--- config.mk ---
export PLATFORM = sky130hd
export DESIGN_NAME = wt_fifo_burst_writer
export DESIGN_NICKNAME = d
export VERILOG_FILES = /design/src/rtl/wt_fifo_burst_writer_pkg.sv /design/src/rtl/wt_fifo_burst_writer_skid_reg.sv /design/src/rtl/wt_fifo_burst_writer.sv
export SDC_FILE = /design/constraint.sdc
export NUM_CORES = 1
export LEC_CHECK = 0
export ABC_AREA = 1
export CAP_MARGIN = 20
export CORE_MARGIN = 4
export CORE_UTILIZATION = 50
export CTS_CLUSTER_DIAMETER = 120
export DETAILED_ROUTE_END_ITERATION = 7
export GPL_ROUTABILITY_DRIVEN = 0
export PLACE_DENSITY = 0.79
export SYNTH_ARGS = -nofsm -noshare
export SYNTH_HDL_FRONTEND = slang
export SYNTH_SLANG_ARGS = --single-unit
export TNS_END_PERCENT = 50
--- constraint.sdc ---
create_clock -name clk -period 1.7 [get_ports clk]
set_clock_uncertainty 0.15 [all_clocks]
set_input_delay 0.51 -clock clk [delete_from_list [all_inputs] [get_ports clk]]
set_output_delay 0.51 -clock clk [all_outputs]
set_load 0.005 [all_outputs]
--- src/rtl/wt_fifo_burst_writer_pkg.sv ---
// ---------------------------------------------------------------------------
// wt_fifo_burst_writer_pkg
// Shared constants and types for the turbine-result FIFO burst writer.
//   N_WindTurbine  : number of wind turbines in the system (words per burst)
//   DATA_W_DEFAULT : width of one turbine result word
//   writerState_e  : burst writer FSM states
// ---------------------------------------------------------------------------
package wt_fifo_burst_writer_pkg;

  localparam int N_WindTurbine  = 6;
  localparam int DATA_W_DEFAULT = 32;

  // IDLE waits for start, RUN issues bank reads and moves words toward the
  // FIFO, FLUSH presents the final word, DONE emits the completion pulse.
  typedef enum logic [1:0] {
    ST_IDLE  = 2'd0,
    ST_RUN   = 2'd1,
    ST_FLUSH = 2'd2,
    ST_DONE  = 2'd3
  } writerState_e;

endpackage

--- src/rtl/wt_fifo_burst_writer_skid_reg.sv ---
// ---------------------------------------------------------------------------
// wt_fifo_burst_writer_skid_reg
// One-entry holding register that parks a bank word which came back while the
// FIFO was full (or while an older word was still parked).
// Ports:
//   clk_i    : clock, rising edge
//   rst_ni   : asynchronous active-low reset
//   clear_i  : synchronous clear, wins over load/unload
//   load_i   : capture data_i and mark the entry valid
//   unload_i : release the entry (data_o is consumed this cycle)
//   data_i   : word to park
//   data_o   : parked word
//   valid_o  : entry holds a word
// ---------------------------------------------------------------------------
module wt_fifo_burst_writer_skid_reg
  import wt_fifo_burst_writer_pkg::*;
#(
  parameter int DATA_W = DATA_W_DEFAULT
) (
  input  logic              clk_i,
  input  logic              rst_ni,
  input  logic              clear_i,
  input  logic              load_i,
  input  logic              unload_i,
  input  logic [DATA_W-1:0] data_i,
  output logic [DATA_W-1:0] data_o,
  output logic              valid_o
);

  logic [DATA_W-1:0] data_q;
  logic              valid_q;

  // A load takes precedence over an unload so a word arriving in the same
  // cycle the old one leaves is never dropped.
  always_ff @(posedge clk_i or negedge rst_ni) begin
    if (!rst_ni) begin
      data_q  <= '0;
      valid_q <= 1'b0;
    end else if (clear_i) begin
      valid_q <= 1'b0;
    end else if (load_i) begin
      data_q  <= data_i;
      valid_q <= 1'b1;
    end else if (unload_i) begin
      valid_q <= 1'b0;
    end
  end

  assign data_o  = data_q;
  assign valid_o = valid_q;

endmodule

--- src/rtl/wt_fifo_burst_writer.sv ---
// ---------------------------------------------------------------------------
// wt_fifo_burst_writer
// Producer end of the per-turbine system FIFO path. A start pulse reads N_WT
// results from a synchronous result bank (1-cycle read latency) and pushes
// them, in turbine order, as one write burst into the system FIFO. FIFO full
// back-pressure is absorbed by a one-entry skid register.
// Ports:
//   clk       : system clock, rising edge
//   rst       : asynchronous active-low reset
//   rst_user  : synchronous user clear, active-high, wins over start
//   start     : 1-cycle pulse that begins a burst
//   rd_en     : result-bank read strobe
//   rd_addr   : result-bank address (turbine index)
//   rd_data   : bank data, valid the cycle after rd_en
//   fifo_full : FIFO full flag
//   wr_en     : registered FIFO write request
//   wr_data   : registered FIFO write data
//   busy      : burst in progress
//   done      : 1-cycle pulse after the last word is written
//   overrun   : sticky, start seen while a burst was active
// ---------------------------------------------------------------------------
module wt_fifo_burst_writer
  import wt_fifo_burst_writer_pkg::*;
#(
  parameter int N_WT   = N_WindTurbine,
  parameter int DATA_W = DATA_W_DEFAULT,
  parameter int ADDR_W = 4
) (
  input  logic              clk,
  input  logic              rst,
  input  logic              rst_user,
  input  logic              start,
  output logic              rd_en,
  output logic [ADDR_W-1:0] rd_addr,
  input  logic [DATA_W-1:0] rd_data,
  input  logic              fifo_full,
  output logic              wr_en,
  output logic [DATA_W-1:0] wr_data,
  output logic              busy,
  output logic              done,
  output logic              overrun
);

  // One extra bit lets the issue counter sit at N_WT once every read is out.
  localparam logic [ADDR_W:0] ISSUE_LAST = (ADDR_W + 1)'(N_WT);

  writerState_e      state_q, state_d;
  logic [ADDR_W:0]   issueCnt_q, issueCnt_d;
  logic              rdPend_q;
  logic              wrEn_q, wrEn_d;
  logic [DATA_W-1:0] wrData_q, wrData_d;
  logic              overrun_q, overrun_d;

  logic              rdIssue;
  logic              skidValid;
  logic [DATA_W-1:0] skidData;
  logic              skidLoad;
  logic              skidUnload;
  logic              skidValidNext;

  // Parked word from a back-pressured bank return.
  wt_fifo_burst_writer_skid_reg #(
    .DATA_W (DATA_W)
  ) u_skid (
    .clk_i    (clk),
    .rst_ni   (rst),
    .clear_i  (rst_user),
    .load_i   (skidLoad),
    .unload_i (skidUnload),
    .data_i   (rd_data),
    .data_o   (skidData),
    .valid_o  (skidValid)
  );

  // Datapath steering. A read is only issued when its returning word is sure
  // to have somewhere to go: FIFO not full and the skid empty. The returning
  // word goes straight to the write register when it can, otherwise it is
  // parked. A parked word always leaves before any newer word, which keeps
  // turbine order intact.
  always_comb begin
    rdIssue    = 1'b0;
    skidUnload = 1'b0;
    skidLoad   = 1'b0;
    wrEn_d     = 1'b0;
    wrData_d   = wrData_q;

    if ((state_q == ST_RUN) && (issueCnt_q < ISSUE_LAST) && !fifo_full && !skidValid) begin
      rdIssue = 1'b1;
    end

    if (skidValid && !fifo_full) begin
      skidUnload = 1'b1;
      wrEn_d     = 1'b1;
      wrData_d   = skidData;
    end else if (rdPend_q && !fifo_full) begin
      wrEn_d   = 1'b1;
      wrData_d = rd_data;
    end

    if (rdPend_q && (fifo_full || skidValid)) begin
      skidLoad = 1'b1;
    end

    skidValidNext = skidLoad || (skidValid && !skidUnload);
  end

  // Next-state logic. RUN ends once every read is issued and no word will be
  // sitting in the skid after this edge; at that point the final word is
  // being loaded into the write register, so FLUSH is exactly the cycle it is
  // presented and DONE follows immediately.
  always_comb begin
    state_d    = state_q;
    issueCnt_d = issueCnt_q;
    overrun_d  = overrun_q;

    if (start && (state_q != ST_IDLE)) begin
      overrun_d = 1'b1;
    end

    case (state_q)
      ST_IDLE: begin
        if (start) begin
          state_d    = ST_RUN;
          issueCnt_d = '0;
        end
      end
      ST_RUN: begin
        if (rdIssue) begin
          issueCnt_d = issueCnt_q + 1'b1;
        end
        if ((issueCnt_q == ISSUE_LAST) && !skidValidNext) begin
          state_d = ST_FLUSH;
        end
      end
      ST_FLUSH: begin
        state_d = ST_DONE;
      end
      ST_DONE: begin
        state_d    = ST_IDLE;
        issueCnt_d = '0;
      end
      default: begin
        state_d = ST_IDLE;
      end
    endcase

    if (rst_user) begin
      state_d    = ST_IDLE;
      issueCnt_d = '0;
      overrun_d  = 1'b0;
    end
  end

  // State, counters and the registered FIFO interface. The user clear drops
  // any in-flight bank read and any pending write request.
  always_ff @(posedge clk or negedge rst) begin
    if (!rst) begin
      state_q    <= ST_IDLE;
      issueCnt_q <= '0;
      rdPend_q   <= 1'b0;
      wrEn_q     <= 1'b0;
      wrData_q   <= '0;
      overrun_q  <= 1'b0;
    end else begin
      state_q    <= state_d;
      issueCnt_q <= issueCnt_d;
      rdPend_q   <= rdIssue && !rst_user;
      wrEn_q     <= wrEn_d && !rst_user;
      wrData_q   <= wrData_d;
      overrun_q  <= overrun_d;
    end
  end

  assign rd_en   = rdIssue;
  assign rd_addr = issueCnt_q[ADDR_W-1:0];
  assign wr_en   = wrEn_q;
  assign wr_data = wrData_q;
  assign busy    = (state_q == ST_RUN) || (state_q == ST_FLUSH);
  assign done    = (state_q == ST_DONE);
  assign overrun = overrun_q;

endmodule

# [After elaboration in Yosys (flattened, before gate mapping)]
# Cells that the tools add are included.
[word_totals] in_bits=37 wordCells=66 reg_bits=75 out_inout_bits=41
[op_classes] eq_ne=7 addsub=1 bitwise=1 n_mux=20 n_reduce_logical=28 order_cmp=1
[op_table] cell="32-bit 2-to-1 mux" count=2
[op_table] cell="5-bit 2-to-1 mux" count=3
[op_table] cell="5-bit case mux with 3 select lines" count=1
[op_table] cell="1-bit logical AND" count=11
[op_table] cell="1-bit 2-to-1 mux" count=10
[op_table] cell="2-bit case mux with 4 select lines" count=1
[op_table] cell="2-bit 2-to-1 mux" count=3
[op_table] cell="3-bit != test, second input constant" count=2
[op_table] cell="2-bit nonzero test" count=3
[op_table] cell="5-bit by 1-bit adder with 5-bit output, second input constant" count=1
[op_table] cell="5-bit by 3-bit == test with 1-bit output, second input constant" count=1
[op_table] cell="1-bit zero test" count=5
[op_table] cell="5-bit by 3-bit < comparator with 1-bit output, second input constant" count=1
[op_table] cell="2-bit == test, second input constant" count=2
[op_table] cell="2-bit AND reduction" count=2
[op_table] cell="4-bit nonzero test" count=1
[op_table] cell="1-bit logical OR" count=3
[op_table] cell="3-bit by 2-bit != test with 1-bit output, second input constant" count=1
[op_table] cell="3-bit AND reduction" count=1
[op_table] cell="3-bit nonzero test" count=1
[op_table] cell="2-bit by 1-bit == test with 1-bit output, second input constant" count=1
[op_table] cell="2-bit zero test" count=1
[op_table] cell="1-bit NOT" count=1

# [Depth between registers and ports, before layout]
[logic_depth] word_depth=11 depth_mapped=9 ltp_nobuf=9

# [Cells and area by module]
# From an unflattened synthesis, not the netlist that was laid out.
[hier_totals] cells_unflattened=406 area_unflattened_um2=3792.4
[by_module_without_submodules] mod="wt_fifo_burst_writer" area_each_um2=2379.8 cells_per_inst=262 seq_area_each_um2=1051.0 n_inst=1
[by_module_without_submodules] mod="wt_fifo_burst_writer_skid_reg" area_each_um2=1412.6 cells_per_inst=144 seq_area_each_um2=825.8 n_inst=1

# [Least setup slack after synthesis]
# No wires, ideal clock.
[synth_timing] kind="reg-to-output" start="reg state_q[1]" end="out rd_en" arrival_time_ns=0.908 required_ns=1.040 path_slack_ns=0.132 path_stages_with_launch=5 path_buffers=0 cell_sequence="dfrtp_1 > inv_1 > ha_1 > nand2_1 > nor2_2"
[synth_via] elab_chain_cells=5
[synth_lines] item="from (decl)" line="wt_fifo_burst_writer.sv:47" rtl="writerState_e state_q, state_d;"
[synth_lines] item="from (signal assigned)" line="wt_fifo_burst_writer.sv:165" rtl="state_q <= state_d;"
[synth_lines] item="2-bit by 1-bit == test with 1-bit output" line="wt_fifo_burst_writer.sv:87" rtl="if ((state_q == ST_RUN) && (issueCnt_q < ISSUE_LAST) && !fifo_full && !skidValid) begin"
[synth_lines] item="1-bit logical AND (3 in series)" line="wt_fifo_burst_writer.sv:87"
[synth_lines] item="1-bit 2-to-1 mux" line="wt_fifo_burst_writer.sv:87"
[synth_lines] item="to (decl)" line="wt_fifo_burst_writer.sv:33" rtl="output logic rd_en,"
# Every way passes these cells.

# [Worst setup path in the final report]
# Ends and elaborated chain as after synthesis.

==> reports/results.ini <==
[status]
status = finished, violations left
violations = setup timing

[clock_network]
hold_buffers = 0
ctsHtreeMaxLevel = 3
clock_latency_ps = 340
cts.path.max_buffers = 2
cts_buffers = 9
clk_pin_slew_ps = 80
tritoncts = done
root_buffer = clkbuf_8
cts.sinks = 75

[floorplanning]
row_count = 29
die_y_um = 89.6
start_util_pct = 51.9
io_pins = 78
core_area_mm2 = 0.00642
dieArea_mm2 = 0.00803
die_w_um = 89.6

[finish]
final_common_cell = nand2_1
layout_common_cells = nand2_1 (112), o21ai_0 (83), dfrtp_1 (74)
diodes = 0
fin_util_pct = 72.3
nNetsFinal = 539
synthToLayoutAreaGrowth_pct = 39.4
drive_gt1_share_pct = 16.2
fin_cells = 577

[timing]
timing.final.crit_share_pct = 113
tightest_slew_ps = 409
slew_violations = 0
fin_ws_ps = -227
rsz0062_at_grt = true
hold_viol = 0
maxSlewHeadroom_pct = 72.7
fmax_mhz = 519
setup_violations = 3
fin_crit_ps = 1930

[global_route]
grt_max_degree = 76
grt_pass1_wl_um = 13300
antenna_found_initial = 0
grt_use_total_pct = 21.8
grt_pass1_vias = 2955
grt.overflow.total = 0

[logic_synthesis]
synth_cell_types = 21
synth_fa_ha_area_share_pct = 2.25
synth.avg_cell_area_um2 = 8.46
synth_compound_area_share_pct = 14.9
ys_seq_area_share_pct = 56.3
yosys_warnings = 0
ys_ff_latch = 75
synth_top_family_by_area = simple AND/OR/NAND/NOR gates
yosys.area_share.simple_pct = 17.8
synthesis.area_mm2 = 0.00333
yosys.area_share.xor_xnor_pct = 0
muxShareOfSynthArea_pct = 0
syn-num-nets = 437
syn_inst = 394

[detailed_routing]
routed_wl_um = 8250
vias = 2942
via_per_inst = 5.10
wl_per_cell_um = 14.3
route.detailed.drc = 0
firstDrtPassIters = 5
dr.first_iter.drc_count = 165
antenna_left = 0

[pwr]
powerDensity_mw_per_mm2 = 1400
ir_worst_vdd_uv = 745
leakagePower_nw = 2.50

[critical_path]
cp-start-kind = flip-flop
arrival_ps = 1270
path_class = flip-flop to primary output
required_ps = 1040
end_kind = primary output
path_max_fanout = 2

[job]
cap_viol_max_count = 0

[placement]
post-dp-hpwl_um = 5200
dp_cells = 554
io_buffer_count = 77

[min_path]
holdCritPathClass = primary input to async pin

[layer usage]
| metal | vias up | track usage [%] | part of all wire (%) |
|---|---|---|---|
| met3 | 20 | 3.83 | 5.1 |
| met1 | 1377 | 27.9 | 42 |
| met4 | 0 | 10.4 | 2.6 |
| met2 | 97 | 35.8 | 51 |
| li1 | 1448 | - | - |
| met5 | - | 0 | 0 |
[through the flow]
step           hold WS, ps  power [mW]  setup WS (ps)  setup TNS (ps)  cell area [µm²]
2_1_floorplan         64.4        3.84            132               0             3330
3_3_place_gp           311        5.07           -702          -20230             4360
3_5_place_dp           314        5.18           -702          -22750             4360
4_1_cts               39.5        6.40           -245            -583             4590
5_1_grt               49.2        6.97           -266            -829             4650
6_report              11.7        6.49           -227            -608             4650
[Yosys cell counts (all sizes together)]
master / count / area [µm²]
ha: 6 / 75.1
dfrtp: 75 / 1880
o221ai: 4 / 35.0
buf: 14 / 86.3
nand2: 119 / 449
clkbuf: 9 / 36.3
nor2: 20 / 77.6
nand4: 2 / 12.5
o21ai: 86 / 430
a21oi: 6 / 30.0
or2: 1 / 6.26
nor3: 1 / 5.00
inv: 45 / 169
nand3: 6 / 42.5
[kinds of logic after synthesis]
kind of cell / count (synthesis)
AND/OR/NAND/NOR: 149
AO/OA/AOI/OAI: 96
adder cells (fa/ha/maj): 6
buffers and inverters: 68
flip-flops: 75
[registers in the layout, summed over array words and instances, names as in the netlist]
register / cells
state_q: 2
rdPend_q: 1
wr_data: 32
issueCnt_q: 5
u_skid.valid_o: 1
wr_en: 1
overrun: 1
u_skid.data_o: 32
[report_power, final]
group          switching, mW  internal, mW
sequential             0.390          2.55
combinational           1.05          1.16
clock                  0.642         0.705
total                   2.08          4.41
[path summary, 6_finish.rpt]
path	slack [ps]	from	to	depth (start not counted)
min in group clk	320	wr_data[8]	wr_data[8]	2
max in group asynchronous	1030	rst	state_q[0]	2
worst max register to register	30	issueCnt_q[1]	state_q[1]	10
worst max-delay path	-230	state_q[1]	rd_en	5
worst min register to register	320	wr_data[8]	wr_data[8]	2
worst min-delay path	10	rst	u_skid.data_o[2]	2
[worst max-delay path, cell delays in order (launching register included)]
cell and delay (ps):
dfrtp_1 410, inv_2 90, ha_4 150, nand2_4 50, nor2_4 110, buf_2 120
[repair_timing]
item,4_1_cts,5_1_grt
pin swaps,7,8
setup endpoints to repair,43,13
gates resized for setup,74,19
buffers inserted,8,2
[final cells by class]
type,count,area [µm²]
fillers,501,1780
flip-flops and latches,75,1880
inverters,45,169
multi-input cells,251,1240
clock buffers,10,138
repair buffers,114,1070
well taps,77,96.3
clock inverters,5,53.8
Power figures use the tool's default switching activity.
